`src/rtl/conv_frame_writer_if.sv`:
```
// Frame memory write port: one word per memWe pulse, address and data alongside.
interface conv_frame_writer_if #(
  parameter int unsigned WORD_SIZE  = 8,
  parameter int unsigned ADDR_WIDTH = 19
);
  logic                  memWe;
  logic [ADDR_WIDTH-1:0] memAddr;
  logic [WORD_SIZE-1:0]  memData;

  modport master (output memWe, memAddr, memData);
  modport slave  (input  memWe, memAddr, memData);
endinterface

```
`src/rtl/conv_frame_writer.sv`:
```
// Captures the free-running convolution output stream, drops pipeline-fill and row
// wrap-around samples, and writes interior pixels in raster order to frame memory.
module conv_frame_writer #(
  parameter int unsigned WORD_SIZE  = 8,
  parameter int unsigned ROW_SIZE   = 540,
  parameter int unsigned NUM_ROWS   = 540,
  parameter int unsigned SKIP       = 1086,
  parameter int unsigned ADDR_WIDTH = 19
) (
  input  logic                   clk,
  input  logic                   rst_n,
  input  logic                   start,
  input  logic [WORD_SIZE-1:0]   pixelIn,
  conv_frame_writer_if.master    mem,
  output logic                   busy,
  output logic                   done
);

  localparam int unsigned ColW   = $clog2(ROW_SIZE);
  localparam int unsigned RowW   = $clog2(NUM_ROWS);
  localparam int unsigned FlushW = $clog2(SKIP + 1);

  localparam logic [ColW-1:0]   ColWrap   = ColW'(ROW_SIZE - 1);
  localparam logic [ColW-1:0]   ColKeep   = ColW'(ROW_SIZE - 2);
  localparam logic [ColW-1:0]   ColFinal  = ColW'(ROW_SIZE - 3);
  localparam logic [RowW-1:0]   RowFinal  = RowW'(NUM_ROWS - 3);
  localparam logic [FlushW-1:0] FlushLoad = FlushW'(SKIP - 1);

  typedef enum logic [1:0] {StIdle, StFlush, StCapture, StDone} state_e;

  state_e                state_q, state_d;
  logic [FlushW-1:0]     flush_q;
  logic [ColW-1:0]       col_q;
  logic [RowW-1:0]       row_q;
  logic [ADDR_WIDTH-1:0] wr_addr_q;

  logic                  we_q, we_d;
  logic [ADDR_WIDTH-1:0] addr_q, addr_d;
  logic [WORD_SIZE-1:0]  data_q, data_d;
  logic                  busy_q, busy_d;
  logic                  done_q, done_d;

  logic accept;
  logic frame_end;

  // The last two samples of every row are line-buffer wrap-around and are dropped.
  assign accept    = (state_q == StCapture) && (col_q < ColKeep);
  assign frame_end = (state_q == StCapture) && (row_q == RowFinal) && (col_q == ColFinal);

  always_ff @(posedge clk or negedge rst_n) begin
    if (!rst_n) begin
      state_q <= StIdle;
    end else begin
      state_q <= state_d;
    end
  end

  always_comb begin
    state_d = state_q;
    case (state_q)
      StIdle:    if (start) state_d = (SKIP == 1) ? StCapture : StFlush;
      StFlush:   if (flush_q <= FlushW'(1)) state_d = StCapture;
      StCapture: if (frame_end) state_d = StDone;
      StDone:    state_d = StIdle;
      default:   state_d = StIdle;
    endcase
  end

  always_ff @(posedge clk or negedge rst_n) begin
    if (!rst_n) begin
      flush_q   <= '0;
      col_q     <= '0;
      row_q     <= '0;
      wr_addr_q <= '0;
    end else begin
      case (state_q)
        StIdle: begin
          if (start) begin
            flush_q   <= FlushLoad;
            col_q     <= '0;
            row_q     <= '0;
            wr_addr_q <= '0;
          end
        end
        StFlush: flush_q <= flush_q - 1'b1;
        StCapture: begin
          if (col_q == ColWrap) begin
            col_q <= '0;
            row_q <= row_q + 1'b1;
          end else begin
            col_q <= col_q + 1'b1;
          end
          // Running address replaces row*(ROW_SIZE-2)+col.
          if (accept) wr_addr_q <= wr_addr_q + 1'b1;
        end
        default: ;
      endcase
    end
  end

  always_comb begin
    we_d   = accept;
    addr_d = accept ? wr_addr_q : addr_q;
    data_d = accept ? pixelIn : data_q;
    busy_d = (state_d != StIdle);
    done_d = (state_q == StDone);
  end

  always_ff @(posedge clk or negedge rst_n) begin
    if (!rst_n) begin
      we_q   <= 1'b0;
      addr_q <= '0;
      data_q <= '0;
      busy_q <= 1'b0;
      done_q <= 1'b0;
    end else begin
      we_q   <= we_d;
      addr_q <= addr_d;
      data_q <= data_d;
      busy_q <= busy_d;
      done_q <= done_d;
    end
  end

  assign mem.memWe   = we_q;
  assign mem.memAddr = addr_q;
  assign mem.memData = data_q;
  assign busy        = busy_q;
  assign done        = done_q;

endmodule
```
`src/flat_wrapper.sv`:
```
// flat-port wrapper written by rule: the top's interface ports become plain ports
module conv_frame_writer_flat 
#(
  parameter int unsigned WORD_SIZE  = 8,
  parameter int unsigned ROW_SIZE   = 540,
  parameter int unsigned NUM_ROWS   = 540,
  parameter int unsigned SKIP       = 1086,
  parameter int unsigned ADDR_WIDTH = 19
)
  (clk, rst_n, start, pixelIn, busy, done, mem_memWe, mem_memAddr, mem_memData);
  conv_frame_writer_if #(.WORD_SIZE(WORD_SIZE), .ADDR_WIDTH(ADDR_WIDTH)) mem_i ();
  input  logic clk;
  input  logic rst_n;
  input  logic start;
  input  logic [WORD_SIZE-1:0] pixelIn;
  output logic busy;
  output logic done;
  output wire logic [$bits(mem_i.memWe)-1:0] mem_memWe;
  output wire logic [$bits(mem_i.memAddr)-1:0] mem_memAddr;
  output wire logic [$bits(mem_i.memData)-1:0] mem_memData;
  assign mem_memWe = mem_i.memWe;
  assign mem_memAddr = mem_i.memAddr;
  assign mem_memData = mem_i.memData;
  conv_frame_writer #(.WORD_SIZE(WORD_SIZE), .ROW_SIZE(ROW_SIZE), .NUM_ROWS(NUM_ROWS), .SKIP(SKIP), .ADDR_WIDTH(ADDR_WIDTH)) u_core (.clk(clk), .rst_n(rst_n), .start(start), .pixelIn(pixelIn), .mem(mem_i), .busy(busy), .done(done));
endmodule
```
`config.mk`:
```
export PLATFORM = sky130hd
export DESIGN_NAME = conv_frame_writer_flat
export DESIGN_NICKNAME = d
export VERILOG_FILES = /design/src/rtl/conv_frame_writer_if.sv /design/src/rtl/conv_frame_writer.sv /design/src/flat_wrapper.sv
export SDC_FILE = /design/constraint.sdc
export NUM_CORES = 1
export LEC_CHECK = 0
export BUFFER_PORTS_ARGS = -buffer_cell sky130_fd_sc_hd__buf_2
export CORE_UTILIZATION = 44
export CTS_BUF_LIST = sky130_fd_sc_hd__clkbuf_8 sky130_fd_sc_hd__clkbuf_16
export DETAILED_ROUTE_END_ITERATION = 10
export PLACE_DENSITY = 0.63
export SYNTH_ARGS = -nofsm -noshare
export SYNTH_HDL_FRONTEND = slang
export SYNTH_SLANG_ARGS = --single-unit
```
`constraint.sdc`:
```
create_clock -name clk -period 3.39 [get_ports clk]
set_input_delay 0.1695 -clock clk [delete_from_list [all_inputs] [get_ports clk]]
set_output_delay 0.1695 -clock clk [all_outputs]
set_load 0.01 [all_outputs]
```
==> results of run 1 <==
==> cell usage after synthesis, types with 2 or more instances <==
| master | count | area (µm²) |
|---|---|---|
| or2_1 | 6 | 37.5 |
| nand2_1 | 33 | 124 |
| o22ai_1 | 2 | 12.5 |
| a21oi_1 | 14 | 70.1 |
| nand2b_1 | 3 | 18.8 |
| nand4_1 | 10 | 62.6 |
| o211ai_1 | 3 | 22.5 |
| o31ai_1 | 8 | 60.1 |
| or3_1 | 11 | 68.8 |
| buf_2 | 4 | 20.0 |
| nor3_1 | 8 | 40.0 |
| dfrtp_1 | 82 | 2050 |
| xnor2_1 | 7 | 61.3 |
| a31oi_1 | 2 | 12.5 |
| and2_1 | 2 | 12.5 |
| and3_1 | 2 | 12.5 |
| and4_1 | 2 | 17.5 |
| mux2_1 | 26 | 293 |
| nand3_1 | 17 | 85.1 |
| ha_1 | 7 | 87.6 |
| inv_1 | 8 | 30.0 |
| o21bai_1 | 2 | 15.0 |
| nor4_1 | 6 | 37.5 |
| clkbuf_1 | 12 | 45.0 |
| xor2_1 | 4 | 35.0 |
| o41ai_1 | 3 | 26.3 |
| o21ai_1 | 15 | 75.1 |
| o311ai_1 | 4 | 35.0 |
| nor4_2 | 3 | 37.5 |
| nor2_1 | 18 | 67.6 |
| or2_2 | 3 | 18.8 |
| or4_1 | 10 | 75.1 |
| mux2i_1 | 12 | 120 |
==> sequential cells by signal (all words and copies together) (netlist names) <==
register            cells
u_core.state_q          2
u_core.row_q           10
u_core.mem.memAddr     19
u_core.wr_addr_q       19
u_core.done             1
u_core.col_q           10
u_core.mem.memWe        1
u_core.busy             1
u_core.mem.memData      8
u_core.flush_q         11
==> worst max path at each step <==
| stage | depth (start not counted) | slack (ns) | from | endpoint |
|---|---|---|---|---|
| 6_report | 5 | 0.94 | u_core.col_q[8] | u_core.mem.memData[4] |
| 5_1_grt | 5 | 0.78 | u_core.col_q[8] | u_core.mem.memData[4] |
| 4_1_cts | 5 | 0.87 | u_core.col_q[8] | u_core.mem.memData[4] |
| 3_5_place_dp | 5 | 0.89 | u_core.col_q[5] | u_core.mem.memData[4] |
| 3_3_place_gp | 5 | 0.97 | u_core.col_q[5] | u_core.mem.memData[5] |
| 2_1_floorplan | 5 | 1.47 | u_core.col_q[5] | u_core.mem.memAddr[10] |
==> layout make-up <==
type / instances / area [µm²] / share of cell area (%)
clock buffers: 11 / 151 / 3.38
clock inverters: 4 / 51.3 / 1.14
inverters: 9 / 33.8 / 0.753
multi-input cells: 263 / 1840 / 40.9
flip-flops and latches: 82 / 2050 / 45.7
well taps: 108 / 135 / 3.01
repair buffers: 43 / 225 / 5.02
==> critical path, cell delays in order, from the launching register on <==
cell and delay (ns):
dfrtp_1 0.45, or4_4 0.59, o21ai_4 0.24, nand2_2 0.37
inv_2 0.34, mux2_1 0.35
==> cell families after synthesis <==
kind of cell	Yosys count
AOI/OAI and AO/OA	63
xor gates and xnor gates	11
adders and majority gates	7
buffers and inverters	25
DFF	82
muxes	38
and+or+nand+nor	144
==> through the flow <==
stage,total power [µW],hold slack [ns]
2_1_floorplan,1040,-0.126
3_3_place_gp,1070,0.387
3_5_place_dp,1070,0.392
4_1_cts,1790,0.0107
5_1_grt,1840,0.0175
6_report,1770,-0.0190
==> power by group through the flow <==
stage	logic (µW)	clock network (µW)	registers, µW
after floorplan	20.3	0	1020
after global placement	46.7	0	1020
after detailed placement	48.3	0	1020
after CTS	48.3	741	1010
after global routing	54.6	781	1010
final	45.8	715	1010
==> metal layers <==
layer  wire length (µm)  share of wire (%)  track usage (%)  vias up
li1                   -                  -                -     1438
met1               3680                 47             23.2     1421
met2               3770                 48             29.2       58
met3                331                4.2             4.46       10
met4                 78               0.99             7.12        0
met5                  0                  0                0        -
==> flow_summary.toml, run 1 <==
[run_status]
status = "complete, but fails checks"
violations = "hold timing"

[drt]
drc = 0
routed_wl_um = 7860
drt-pass1-iter-count = 4
ant_nets = 0
drt_iter0_markers = 115
vias_per_cell = 5.63
wl_per_cell_um = 15.1
via_count = 2927

[critical_path]
r2r-start = "u_core.col_q[8]"
cp_data_required_time_ns = 3.62
crit_arrival_ns = 2.68
critical_path_class = "reg2reg"
start_kind = "register"
ff2ff_path_depth = 5
path_max_fanout = 23
cp-end-kind = "register"
r2r_end = "u_core.mem.memData[4]"
r2r_slack_ns = 0.94

[clock_network]
root_buffer = "clkbuf_8"
cts_resized = 0
post_cts.repair.setup_buffers = 0
hold_buffers = 0
clockBufferDepth = 2
cts_tree = "built"
clock-sinks = 82
cts-buffers-inserted = 9
htreeDepth = 3
clk_latency_ns = 0.35
clk_pin_slew_ns = 0.08

[synthesis]
yosys.area_share.simple_pct = 20.4
async_reset_ff_share_pct = 100
ys_ff_latch = 82
synth_adder_area_share_pct = 2.20
synth_edf_count = 0
syn_area_per_cell_um2 = 10.8
syn-cell-area_um2 = 3980
synth-compound-area-share_pct = 10.6
synth_mux_area_share_pct = 10.4
ys.flop_type = "dfrtp_1"
ys_seq_area_share_pct = 51.5
synth_cell_types = 54
synth_top_family_by_area = "simple AND/OR/NAND/NOR gates"
synth-xor-area-share_pct = 2.42
ys_warn_count = 0
syn_inst = 370
synth_fp_nets = 388

[grt]
grt_use_total_pct = 18.0
antenna_found_initial = 0
grt_remaining_overflow = 0
grt_pass1_wl_um = 13700
grt_max_degree = 83
grt_pass1_vias = 2871

[power]
ir_drop_v = 0.000206
swShare_pct = 21.8
combPwrFrac_pct = 2.6
p_sw_uw = 385
seq_power_share_pct = 56.9
power.internal_uw = 1380
p_leak_uw = 0.00213
p_per_area_nw_per_um2 = 394
power.share.clock_pct = 40.5

[final_layout]
layout_commonest_cell = "dfrtp_1"
drive_above_1_share_pct = 17.2
layout.nets = 426
stdcell_count = 520
syn2layout_area_growth_pct = 12.6
fin_area_um2 = 4490
layout_common_cells = "82 x dfrtp_1, 39 x buf_2, 33 x nand2_1"
fill_cells = 825
utilization_pct = 51.2
num_antenna_cells = 0

[placed_design]
io_buffers = 40
dp_hpwl_um = 5290
pre_cts_slack_ns = 0.887
gp_routability_congestion = 0.793
dpl_cell_area_um2 = 4280
dp.cells = 505

[timing]
fmax_ghz = 0.408
final.setup_skew_ns = 0.00924
rsz0062_at_grt = "false"
fin_crit_ns = 2.45
hold_violations = 5
period_share_pct = 72.4
worst_slew_pin_slew_ns = 1.02
report.final.slew_viol_count = 0
relSlewSlack_pct = 31.3
fin_setup_tns_ns = 0
worst_slack_ns = 0.936
worst_hold_slack_ns = -0.0190
setup_viol = 0

[floorplan]
die_width_um = 97.1
die-height_um = 97.1
initial_core_util_pct = 45.4
design.core.area_um2 = 8760
io_pins = 41
fp-row-count = 34
dieArea_um2 = 9440

[flow_run]
max_cap_viol_count = 0

[min_path]
hold_class = "in2async"
(Power assumes the default switching activity.)
==> run 2: changes to the inputs <==
- clock period: 3.39 -> 2.3 ns (I/O delays scaled with it)
==> run 2 against run 1 <==
Effect of this change: clock power increased by 48%; the run now ends clean; critical endpoint is now u_core.wr_addr_q[7]; sequential share of layout area decreased by 1.8 points; maximum frequency increased by 16%; power increased by 49%; critical path depth unchanged; critical path type unchanged; highest routed layer unchanged.
==> flow_summary.toml, run 2 (synthesis gave the netlist of run 1 again) <==
[run_status]
status = "finished clean"

[drt]
vias_per_cell = 5.56
drt-pass1-iter-count = 4
via_count = 3006
routed_wl_um = 8200
drt_iter0_markers = 145
drc = 0
wl_per_cell_um = 15.2
ant_nets = 0

[final_layout]
regArea_um2 = 2050
num_antenna_cells = 0
fill_cells = 779
layout_commonest_cell = "dfrtp_1"
drive_above_1_share_pct = 18.9
multi_input_area_um2 = 1840
layout.nets = 446
layout_common_cells = "82 x dfrtp_1, 39 x buf_2, 33 x nand2_1"
syn2layout_area_growth_pct = 17.3

[timing]
period_share_pct = 91.8
rsz0062_at_grt = "false"
fmax_ghz = 0.474
worst_slack_ns = 0.189
setup_viol = 0
relSlewSlack_pct = 60.4
report.final.slew_viol_count = 0
fin_crit_ns = 2.11
worst_slew_pin_slew_ns = 0.593
final.setup_skew_ns = 0.0122
hold_violations = 0
worst_hold_slack_ns = 0.0637
fin_setup_tns_ns = 0

[clock_network]
clk_pin_slew_ns = 0.09
cts_resized = 0
clock-sinks = 82
root_buffer = "clkbuf_8"
cts-buffers-inserted = 9
clk_latency_ns = 0.36
clockBufferDepth = 2
cts_tree = "built"
post_cts.repair.setup_buffers = 0
htreeDepth = 3

[placed_design]
dp_hpwl_um = 5630
gp_routability_congestion = 0.894
io_buffers = 40
pre_cts_slack_ns = 0.222

[floorplan]
initial_core_util_pct = 45.4
io_pins = 41
fp-row-count = 34
dieArea_um2 = 9440
design.core.area_um2 = 8760
die-height_um = 97.1
die_width_um = 97.1

[min_path]
holdPathEnd = "u_core.busy"
hold_class = "in2reg"
min_from = "start"
worst_hold_path.num_cells = 3

[power]
ir_drop_v = 0.000292
p_per_area_nw_per_um2 = 563
p_leak_uw = 0.00222

[critical_path]
cp_data_required_time_ns = 2.59
r2r_end = "u_core.wr_addr_q[7]"
r2r-start = "u_core.col_q[8]"
ff2ff_path_depth = 5
critical_path_class = "reg2reg"
cp-end-kind = "register"
crit_arrival_ns = 2.40
start_kind = "register"
r2r_slack_ns = 0.19
path_max_fanout = 8

[grt]
grt_use_total_pct = 19.0
grt_max_degree = 48
grt_pass1_wl_um = 14500
grt_pass1_vias = 2979
grt_remaining_overflow = 0
antenna_found_initial = 0

[flow_run]
max_cap_viol_count = 0
run 2: changes by cell type in the layout (fill, tap and decap cells not counted), sizes merged:
cell	before	now
buf	43	54
clkbuf	11	10
clkinv	2	1
clkinvlp	1	2
dlygate4sd3	0	9
inv	9	11
run 2: worst max-delay path by stage:
stage	start	endpoint	depth (start not counted)
CTS	u_core.col_q[8]	u_core.wr_addr_q[7]	5
finish	u_core.col_q[8]	u_core.wr_addr_q[7]	5
global placement	u_core.col_q[8]	u_core.wr_addr_q[7]	5
global route	u_core.wr_addr_q[1]	u_core.wr_addr_q[12]	5
floorplan	u_core.col_q[5]	u_core.mem.memAddr[10]	5
detailed placement	u_core.col_q[8]	u_core.wr_addr_q[11]	4
run 2: what timing repair did:
item	CTS	global route
setup endpoints to repair	0	0
endpoints found under the hold margin	43	0
hold buffers	9	0
run 2: area by class of cell:
| type | instances | area share [%] |
|---|---|---|
| Timing Repair Buffer | 63 | 8.78 |
| Tap cell | 108 | 2.89 |
| Clock inverter | 6 | 1.42 |
| Inverter | 9 | 0.723 |
| Clock buffer | 10 | 2.95 |
| Multi-Input combinational cell | 263 | 39.3 |
| Sequential cell | 82 | 43.9 |
run 2: metal layers:
layer	routed length [µm]	global-route usage, %	up-vias
met5	0	0	-
met4	65	5.86	0
met3	336	4.10	6
met2	3830	30.2	53
met1	3970	26.0	1467
li1	-	-	1480
run 2: per-stage QoR:
step / cell area [µm²] / utilization, % / total power (µW) / cells
finish: 4670 / 53.3 / 2630 / 541
global route: 4670 / 53.3 / 2740 / 541
CTS: 4670 / 53.3 / 2680 / 541
detailed placement: 4380 / 50.0 / 1590 / 516
global placement: 4380 / 50.0 / 1580 / 516
floorplan: 3980 / - / 1530 / 370
run 2: power breakdown:
group	internal [µW]	switching (µW)	total [µW]
Combinational	38.0	48.9	86.9
Sequential	1460	22.1	1480
Clock	533	530	1060
Total	2030	601	2630
run 2: critical path: stages (launching register included):
cell	delay [ns]
dfrtp_1	0.44
or4_4	0.58
o21a_1	0.32
buf_4	0.21
or3_1	0.35
a21oi_1	0.14
==> run 3: changes to the inputs <==
- ABC_AREA: not set -> 1
- GPL_TIMING_DRIVEN: not set -> 0
==> run 3 against run 2 <==
Effect of this change: sequential power shrank 3%; sequential cell count stayed put; worst setup slack improved by 0.45 ns; final area grew 5.5%; register-to-register slack gained 0.45 ns; critical endpoint is now u_core.wr_addr_q[16]; largest cell class unchanged; highest routed layer unchanged.
==> flow_summary.toml, run 3 <==
[run_status]
status = "finished clean"

[synthesis]
syn-cell-area_um2 = 4230
ys.flop_type = "dfrtp_1"
synth_common_cells = "164 x nand2_1, 82 x dfrtp_1, 53 x nor2_1, 42 x inv_1, 40 x nand3_1"
yosysMostFrequentCell = "nand2_1"
synth_adder_area_share_pct = 2.07
async_reset_ff_share_pct = 100
syn_area_per_cell_um2 = 7.98
synth_edf_count = 0
ys_warn_count = 0
synth_fp_nets = 548
ys_seq_area_share_pct = 48.5
synth_top_family_by_area = "simple AND/OR/NAND/NOR gates"
synth_mux_area_share_pct = 0
ys_ff_latch = 82
yosysTopAreaCell = "dfrtp_1"
synthTopCellsByArea = "dfrtp_1 49%, nand2_1 15%, nand3_1 4.7%"
synth-compound-area-share_pct = 7.99
syn_inst = 530
synthDominantCellAreaShare_pct = 48.5
synth-xor-area-share_pct = 3.11
synth_cell_types = 35
yosys.area_share.simple_pct = 31.3

[final_layout]
layout_common_cells = "164 x nand2_1, 82 x dfrtp_1, 53 x nor2_1"
drive_above_1_share_pct = 16.3
multi_input_area_um2 = 1880
syn2layout_area_growth_pct = 16.6
layout_commonest_cell = "nand2_1"
regArea_um2 = 2050
stdcell_count = 725
fill_cells = 918
layout.nets = 609
num_antenna_cells = 0

[power]
p_per_area_nw_per_um2 = 536
p_leak_uw = 0.00239
p_sw_uw = 546
power.share.clock_pct = 43.4
combPwrFrac_pct = 2.0
power.internal_uw = 2090
total_power_uw = 2640
swShare_pct = 20.7
ir_drop_v = 0.000482
seq_power_share_pct = 54.5

[timing]
period_share_pct = 72.2
fmax_ghz = 0.602
hold_violations = 0
report.final.slew_viol_count = 0
fin_crit_ns = 1.66
worst_hold_slack_ns = 0.210
worst_slack_ns = 0.639
setup_viol = 0
final.setup_skew_ns = 0.00869
fin_setup_tns_ns = 0
worst_slew_pin_slew_ns = 0.379
relSlewSlack_pct = 74.8
rsz0062_at_grt = "false"

[drt]
via_count = 3566
ant_nets = 0
routed_wl_um = 8980
drt_iter0_markers = 190
vias_per_cell = 4.92
drt-pass1-iter-count = 5
drc = 0
wl_per_cell_um = 12.4

[critical_path]
cp_data_required_time_ns = 2.60
critical_path_class = "reg2reg"
start_kind = "register"
cp-end-kind = "register"
path_max_fanout = 6
crit_arrival_ns = 1.97

[clock_network]
cts_tree = "built"
hold_buffers = 9
clk_pin_slew_ns = 0.08
clk_latency_ns = 0.36
htreeDepth = 3
clock-sinks = 82
clockBufferDepth = 2
root_buffer = "clkbuf_8"
cts_resized = 0
post_cts.repair.setup_buffers = 0
cts-buffers-inserted = 9

[placed_design]
io_buffers = 40
dp_hpwl_um = 6480
dp.cells = 700
gp_routability_congestion = 0.840
pre_cts_slack_ns = 0.661

[floorplan]
dieArea_um2 = 10000
initial_core_util_pct = 45.6
io_pins = 41
design.core.area_um2 = 9280
die-height_um = 100
fp-row-count = 35
die_width_um = 100

[min_path]
hold_class = "in2async"

[grt]
grt_use_total_pct = 19.9
antenna_found_initial = 0
grt_pass1_wl_um = 15800
grt_pass1_vias = 3459
grt_remaining_overflow = 0
grt_max_degree = 57

[flow_run]
max_cap_viol_count = 0
## run 3: worst paths after layout
check	endpoint	slack [ns]	start	depth (start not counted)
worst max-delay path	u_core.wr_addr_q[16]	0.64	u_core.wr_addr_q[0]	8
worst min-delay path	u_core.mem.memData[7]	0.21	rst_n	2
worst max register to register	u_core.wr_addr_q[16]	0.64	u_core.wr_addr_q[0]	8
worst min register to register	u_core.mem.memData[5]	0.48	u_core.mem.memData[5]	2
max in group asynchronous	u_core.col_q[3]	1.50	rst_n	3
min in group clk	u_core.col_q[1]	0.21	start	4
## run 3: area by class of cell
cell class / instances / share of cell area (%)
buffer: 14 / 1.98
clock inverter: 6 / 1.65
inverter: 51 / 4.04
multi-input combinational: 383 / 38.1
timing repair buffer: 50 / 6.50
clock buffer: 10 / 2.79
tap: 129 / 3.27
sequential: 82 / 41.6
## run 3: worst max-delay path, cell delays in order (launching register included)
cell and delay [ns]:
dfrtp_1 0.46, ha_1 0.30, nand3_1 0.17, inv_1 0.11, nand2_1 0.10, nor2_1 0.16
xor2_1 0.16, nand3_1 0.08, nand2_1 0.07
## run 3: power by group through the flow
stage	clock, µW	sequential [µW]	combinational (µW)
final	1150	1440	54.0
after global routing	1240	1440	61.9
after CTS	1190	1440	56.6
after detailed placement	0	1470	45.0
after global placement	0	1470	37.4
after floorplan	0	1470	0.00149
## run 3: per-layer routing
metal	global-route usage, %	up-vias	wire (µm)
li1	-	1829	-
met1	25.1	1668	4250
met5	0	-	0
met3	4.04	12	290
met2	34.2	57	4300
met4	6.69	0	133
## run 3: cells by family (layout without fill, tap and decap cells)
logic type,Yosys count,count (layout)
AND/OR/NAND/NOR,298,298
flip-flops,82,82
buffers and inverters,65,131
AO/OA/AOI/OAI,63,63
XOR/XNOR,15,15
adder cells (fa/ha/maj),7,7
## run 3: per-stage QoR
| step | area (µm²) | utilization (%) |
|---|---|---|
| 2_1_floorplan | 4230 | - |
| 3_3_place_gp | 4590 | 49.4 |
| 3_5_place_dp | 4620 | 49.8 |
| 4_1_cts | 4930 | 53.1 |
| 5_1_grt | 4930 | 53.1 |
| 6_report | 4930 | 53.1 |
